File: src/rtl/round_robin_arbiter16.sv
// Round-robin arbiter: grants one of N requesters access to a shared resource.
// A grant is released on DONE, on withdrawal of the grantee's request, or
// after MAX_HOLD cycles (EXPIRED pulse), so no requester can starve the rest.
//
// Ports:
//   CLK          rising-edge clock
//   ASYNCRESETN  asynchronous active-low reset
//   REQ[N-1:0]   level requests, held until granted and finished
//   DONE         grantee finished; sampled only while GNT_VALID=1
//   GNT[N-1:0]   one-hot grant, zero when no grant is active
//   GNT_IDX      binary index of the current or last grantee
//   GNT_VALID    a grant is active
//   EXPIRED      one-cycle pulse when a grant is revoked by the timeout
module round_robin_arbiter16 #(
   parameter int unsigned N        = 16,
   parameter int unsigned W        = 4,
   parameter int unsigned MAX_HOLD = 64,
   parameter int unsigned CW       = 6
) (
   input  logic         CLK,
   input  logic         ASYNCRESETN,
   input  logic [N-1:0] REQ,
   input  logic         DONE,
   output logic [N-1:0] GNT,
   output logic [W-1:0] GNT_IDX,
   output logic         GNT_VALID,
   output logic         EXPIRED
);

   typedef enum logic {IDLE, BUSY} state_t;

   state_t         state_q, state_d;
   logic [W-1:0]   last_q, last_d;
   logic [W-1:0]   idx_q, idx_d;
   logic [N-1:0]   gnt_q, gnt_d;
   logic           valid_q, valid_d;
   logic           expired_q, expired_d;
   logic [CW-1:0]  cnt_q, cnt_d;

   logic [W-1:0]   sel;
   logic [W-1:0]   cand;
   logic           found;
   logic           timeout;
   logic           rel_done;

   // Priority search starting just after the last grantee. Iterating from the
   // farthest offset down lets the nearest requester overwrite the result.
   always_comb begin
      sel   = last_q;
      cand  = last_q;
      found = 1'b0;
      for (int k = int'(N); k >= 1; k--) begin
         cand = last_q + W'(k);
         if (REQ[cand]) begin
            sel   = cand;
            found = 1'b1;
         end
      end
   end

   // Release conditions while busy; DONE and withdrawal outrank the timeout.
   always_comb begin
      timeout  = (MAX_HOLD != 0) && (cnt_q == CW'(MAX_HOLD - 1));
      rel_done = DONE || !REQ[idx_q];
   end

   // Next-state and output logic.
   always_comb begin
      state_d   = state_q;
      last_d    = last_q;
      idx_d     = idx_q;
      gnt_d     = gnt_q;
      valid_d   = valid_q;
      expired_d = 1'b0;
      cnt_d     = cnt_q;
      case (state_q)
         IDLE: begin
            if (found) begin
               state_d = BUSY;
               idx_d   = sel;
               valid_d = 1'b1;
               gnt_d   = N'(1) << sel;
               cnt_d   = '0;
            end
         end
         BUSY: begin
            if (rel_done || timeout) begin
               state_d   = IDLE;
               valid_d   = 1'b0;
               gnt_d     = '0;
               last_d    = idx_q;
               expired_d = timeout && !rel_done;
            end else if (cnt_q != '1) begin
               cnt_d = cnt_q + CW'(1);
            end
         end
         default: state_d = IDLE;
      endcase
   end

   // State and output registers.
   always_ff @(posedge CLK or negedge ASYNCRESETN) begin
      if (!ASYNCRESETN) begin
         state_q   <= IDLE;
         last_q    <= W'(N - 1);
         idx_q     <= '0;
         gnt_q     <= '0;
         valid_q   <= 1'b0;
         expired_q <= 1'b0;
         cnt_q     <= '0;
      end else begin
         state_q   <= state_d;
         last_q    <= last_d;
         idx_q     <= idx_d;
         gnt_q     <= gnt_d;
         valid_q   <= valid_d;
         expired_q <= expired_d;
         cnt_q     <= cnt_d;
      end
   end

   assign GNT       = gnt_q;
   assign GNT_IDX   = idx_q;
   assign GNT_VALID = valid_q;
   assign EXPIRED   = expired_q;

endmodule

File: config.mk
export PLATFORM = sky130hd
export DESIGN_NAME = round_robin_arbiter16
export DESIGN_NICKNAME = d
export VERILOG_FILES = /design/src/rtl/round_robin_arbiter16.sv
export SDC_FILE = /design/constraint.sdc
export NUM_CORES = 1
export LEC_CHECK = 0
export BUFFER_PORTS_ARGS = -buffer_cell sky130_fd_sc_hd__buf_2
export CORE_AREA = 2 2 96 98
export CTS_BUF_LIST = sky130_fd_sc_hd__clkbuf_8 sky130_fd_sc_hd__clkbuf_16
export CTS_CLUSTER_DIAMETER = 100
export DETAILED_ROUTE_END_ITERATION = 8
export DIE_AREA = 0 0 98 100
export PLACE_DENSITY = 0.64
export SKIP_LAST_GASP = 1
export SYNTH_ARGS = -nofsm -noshare
export SYNTH_HDL_FRONTEND = slang
export SYNTH_SLANG_ARGS = --single-unit
File: constraint.sdc
create_clock -name CLK -period 5.25 [get_ports CLK]
set_clock_uncertainty 0.15 [all_clocks]
set_input_delay 1.575 -clock CLK [delete_from_list [all_inputs] [get_ports CLK]]
set_output_delay 1.575 -clock CLK [all_outputs]
set_load 0.01 [all_outputs]
Word-level counts from Yosys, hierarchy flattened
Index checks and enable logic that the tools add are counted.

Bits in registers: 33. Input port bits: 19. Output and inout bits: 22. Logic and storage cells: 137.

Add/subtract/negate cells: 16. Order comparisons: 17. Equality and inequality tests: 6. Shifts and indexed selects: 1. Multiplexer cells: 80. Bitwise logic cells: 1. Reduce and logical (&&, ||, !) cells: 9.

Operators by type and width (count): $lt 4x5->1 const B (17); $bmux 1 s4 (17); $mux 4 (15); $mux 1 (39); $add 4x4->4 const B (8); $mux 16 (2); $pmux 16 s2 (1); $mux 6 (3); $add 4x3->4 const B (4); $shl 1x4->16 const A (1); $pmux 6 s2 (1); $add 4x2->4 const B (2); $add 6x1->6 const B (1); $eq 6x6->1 const B (1); $ne 6x6->1 const B (1); $reduce_and 2->1 (3); $add 4x1->4 const B (1); $ne 2x1->1 const B (2); $ne 2x2->1 const B (2); $pmux 1 s2 (2); $reduce_and 3->1 (1); $logic_not 1->1 (2); $logic_or 1x1->1 (2); $logic_and 1x1->1 (1); $not 1->1 (1).

Logic depth before layout (Yosys ltp)
Depth after elaboration: 21. Mapped depth: 17. Depth with buffers taken out: 11.

Worst setup path after synthesis
OpenSTA, ideal clock, no wires.

Path type: register -> register. Start: register last_q[1]. End: register gnt_q[12], in the netlist GNT[12]. Data arrival time: 4.020 ns. Setup slack: 0.959 ns. Stages on the path, launching flop included: 15. Path buffers: 3. Period minus slack after synthesis: 4.291 ns. Cell sequence: dfstp_2 > buf_2 > buf_2 > inv_1 > ha_1 > clkbuf_1 > mux4_2 > mux2i_1 > mux2_2 > or4b_4 > nor4_4 > nor2_2 > and2_1 > a21boi_4 > a22o_1.

Word-level cells in the longest chain between the ends: 21. Elaborated cells on any way between the ends: 83.

RTL lines: start, declared (line 33) `logic [W-1:0] last_q, last_d;`; start signal, assigned (line 105) `last_q <= W'(N - 1);`; start signal, assigned (line 113) `last_q <= last_d;`; $add 4x4->4 (line 53) `cand = last_q + W'(k);`; $bmux 1 s4 (line 54) `if (REQ[cand]) begin`; $mux 1 (implied by the code) (line 54); $mux 4 (15 in a row) (line 54); $shl 1x4->16 (line 82) `gnt_d = N'(1) << sel;`; $mux 16 (line 78) `if (found) begin`; $pmux 16 s2 (line 76) `case (state_q)`; end signal, assigned (line 115) `gnt_q <= gnt_d;`; end, declared (line 35) `logic [N-1:0] gnt_q, gnt_d;`.

Several ways; a longest one is shown, not always the timed one. The select of a mux whose other input is x is not followed. A chain may end at the register's enable or synchronous reset.

Worst setup path in the final report
Start: input port REQ[6]. End: register gnt_q[13], in the netlist GNT[13].

Word-level cells in the longest chain between the ends: 20. Elaborated cells on any way between the ends: 74.

RTL lines: start, declared (line 22) `input logic [N-1:0] REQ,`; $bmux 1 s4 (line 54); $mux 1 (implied by the code) (line 54); $mux 4 or $mux 1 (tied branches) (15 in a row) (line 54); $shl 1x4->16 or $mux 1 (tied branches) (line 82, 54); $mux 16 or $ne 2x2->1 (tied branches); $pmux 16 s2 or $reduce_and 2->1 (tied branches).

Several ways; a longest one is shown, not always the timed one. The select of a mux whose other input is x is not followed.

==> impl_metrics.py <==
metrics = {
    "setup_path": {
        "critical_path_class": "input pin to flop",
        "cp.arrival_ps": 4400,
        "crit_path_end_kind": "flop",
        "r2r_slack_ps": 940,
        "cp-endpoint": "GNT[13]$_DFFE_PN0P_",
        "path_max_fanout": 13,
        "r2r_end": "GNT[12]$_DFFE_PN0P_",
        "startpoint_type": "input pin",
        "reg2reg_depth": 9,
        "r2r-start": "last_q[2]$_DFFE_PN1P_",
        "crit_path_start": "REQ[6]",
        "required_ps": 5280,
    },
    "floorplanning": {
        "rows": 35,
        "fp.dieH_um": 100,
        "ios": 41,
        "die-area_um2": 9800,
        "core_area_um2": 8890,
        "die-width_um": 98,
        "start_util": 0.408,
    },
    "synth": {
        "yosysSeqAreaShare": 0.229,
        "synthAdderAreaFrac": 0.0276,
        "yosys.area.top_type": "dfrtp_1",
        "synthArstFlopShare": 1.00,
        "synth_cells": 363,
        "ys_warn_count": 0,
        "synthTopCellsByArea": "dfrtp_1 20%, mux4_2 17%, mux2i_1 6.6%, mux2_2 4.7%, nand2_1 4.0%",
        "yosys.area_share.simple": 0.162,
        "synth_xor_area_frac": 0.0452,
        "synth_compound_area_frac": 0.180,
        "synth_edf_count": 0,
        "yosys_register_bits": 33,
        "ys.flop_type": "dfrtp_1",
        "synth.distinct_cells": 66,
        "synthMuxAreaShare": 0.319,
        "synth_nets": 390,
        "synth.top_cell.area_share": 0.200,
        "synth_top_family_by_area": "multiplexers",
        "avgSynthCellArea_um2": 9.98,
        "synth_most_common_cell": "nand2_1",
        "syn-cell-area_um2": 3620,
        "yosys-top-cells-count": "39 x nand2_1, 29 x dfrtp_1, 27 x mux4_2, 24 x mux2i_1, 20 x nor2_1",
    },
    "timing": {
        "fin_crit_ps": 4370,
        "fin_tns_setup_ps": 0,
        "slew_headroom": 0.447,
        "worst_pin_slew_ps": 829,
        "finalCritPeriodShare": 0.833,
        "finalSetupViolCount": 0,
        "max_freq_mhz": 229,
        "rsz0062_at_grt": "false",
        "slew_violations": 0,
        "hold_viol": 0,
    },
    "cts": {
        "clockBufferDepth": 2,
        "cts_tree": "yes",
        "cts-root-buf": "clkbuf_8",
        "htree_levels": 2,
        "path_clk_slew_ps": 70,
        "cts_resized": 0,
        "ctsHoldBuffers": 0,
        "numCtsBuffers": 5,
        "post_cts_buffers": 0,
        "clock_latency_ps": 290,
        "cts.sinks": 33,
    },
    "route": {
        "vias_per_cell": 6.16,
        "firstDrtPassIters": 4,
        "drc": 0,
        "ant_nets": 0,
        "drt-initial-drc-count": 299,
        "wire_per_inst_um": 19.2,
        "vias": 3117,
        "routed_wl_um": 9700,
    },
    "global_routing": {
        "antenna_found_initial": 0,
        "grt_start_max_net_pins": 34,
        "grt_pass1_wl_um": 15800,
        "grt_pass1_vias": 2965,
        "grtUsageTotal": 0.202,
        "overflow": 0,
    },
    "final_layout": {
        "synthToLayoutAreaGrowth_pct": 9.81,
        "finalNetCount": 421,
        "diodes": 0,
        "fillers": 821,
        "drive_above_1_share": 0.289,
        "design_area_um2": 3980,
    },
    "placement": {
        "port-buffer-count": 40,
        "gp_congestion": 0.967,
        "dpl-instance-area_um2": 3880,
        "place_hpwl_um": 7280,
    },
    "flow_run": {
        "maxCapViolations": 0,
    },
    "run_status": {
        "outcome": "completed",
    },
    "hold_path": {
        "worstHoldPathType": "flop to flop",
    },
}
## sequential cells by signal, indices dropped and copies added, names as in the netlist
| name | count |
|---|---|
| last_q | 4 |
| GNT | 16 |
| cnt_q | 6 |
| GNT_VALID | 1 |
| EXPIRED | 1 |
| GNT_IDX | 4 |
| state_q | 1 |
## worst min path at each step
stage,startpoint,depth (start not counted),slack (ps),end
2_1_floorplan,cnt_q[0]$_DFFE_PN0P_,1,320,cnt_q[0]$_DFFE_PN0P_
3_3_place_gp,GNT[2]$_DFFE_PN0P_,2,310,GNT[2]$_DFFE_PN0P_
3_5_place_dp,GNT[6]$_DFFE_PN0P_,2,320,GNT[6]$_DFFE_PN0P_
4_1_cts,GNT[10]$_DFFE_PN0P_,2,340,GNT[10]$_DFFE_PN0P_
5_1_grt,GNT[2]$_DFFE_PN0P_,2,360,GNT[2]$_DFFE_PN0P_
6_report,GNT[6]$_DFFE_PN0P_,2,330,GNT[6]$_DFFE_PN0P_
## kinds of logic after synthesis
logic type,Yosys count
flip-flops,33
XOR/XNOR,17
multiplexers,76
adder cells (fa/ha/maj),8
AND/OR/NAND/NOR,115
buffers and inverters,26
AO/OA/AOI/OAI,88
## layer usage
metal  GRT usage  wire (µm)  part of all wire  vias to the layer above
li1            -          -                 -                     1469
met1       0.287       4450              0.46                     1531
met2       0.324       4540              0.47                      109
met3      0.0418        579             0.060                        8
met4      0.0363        129             0.013                        0
met5           0          0                 0                        -
## critical path: stages
cell and delay (ps):
buf_2 130, mux4_2 560, mux4_2 610, or4b_4 580, nor4_4 210, nor2_2 170
and2_1 180, a21boi_4 150, a22o_1 210
## cell usage in the layout (no fill, tap or decap), drive strengths merged, types with 4 or more instances in the layout
cell,synthesis,layout
buf,12,44
nand2,39,39
dfrtp,29,29
mux4,27,27
mux2i,27,27
mux2,22,22
nor2,21,21
o21ai,16,16
a21oi,12,12
nor3,11,11
nand3,10,10
xor2,9,9
nand2b,8,8
a22o,8,8
ha,8,8
xnor2,8,8
clkbuf,8,7
inv,6,6
o22ai,6,6
a31oi,5,5
a211oi,5,5
nand4,4,4
nor2b,4,4
and3,4,4
dfstp,4,4
## stage by stage
stage	instances	util	setup slack, ps	hold slack [ps]
after floorplan	363	-	959	321
after global placement	498	0.436	607	312
after detailed placement	498	0.436	569	319
after CTS	506	0.448	883	336
after global routing	506	0.448	689	362
final	506	0.448	878	329
## area by class of cell
type / instances / area [µm²] / share of cell area
Clock inverter: 1 / 5.00 / 0.00126
Inverter: 6 / 22.5 / 0.00566
Multi-Input combinational cell: 304 / 2660 / 0.667
Sequential cell: 33 / 831 / 0.209
Timing Repair Buffer: 44 / 230 / 0.0579
Tap cell: 111 / 139 / 0.0349
Clock buffer: 7 / 96.3 / 0.0242
Power is not shown: default switching activity piles up to over one toggle a cycle in this logic, so the estimate is an artifact.
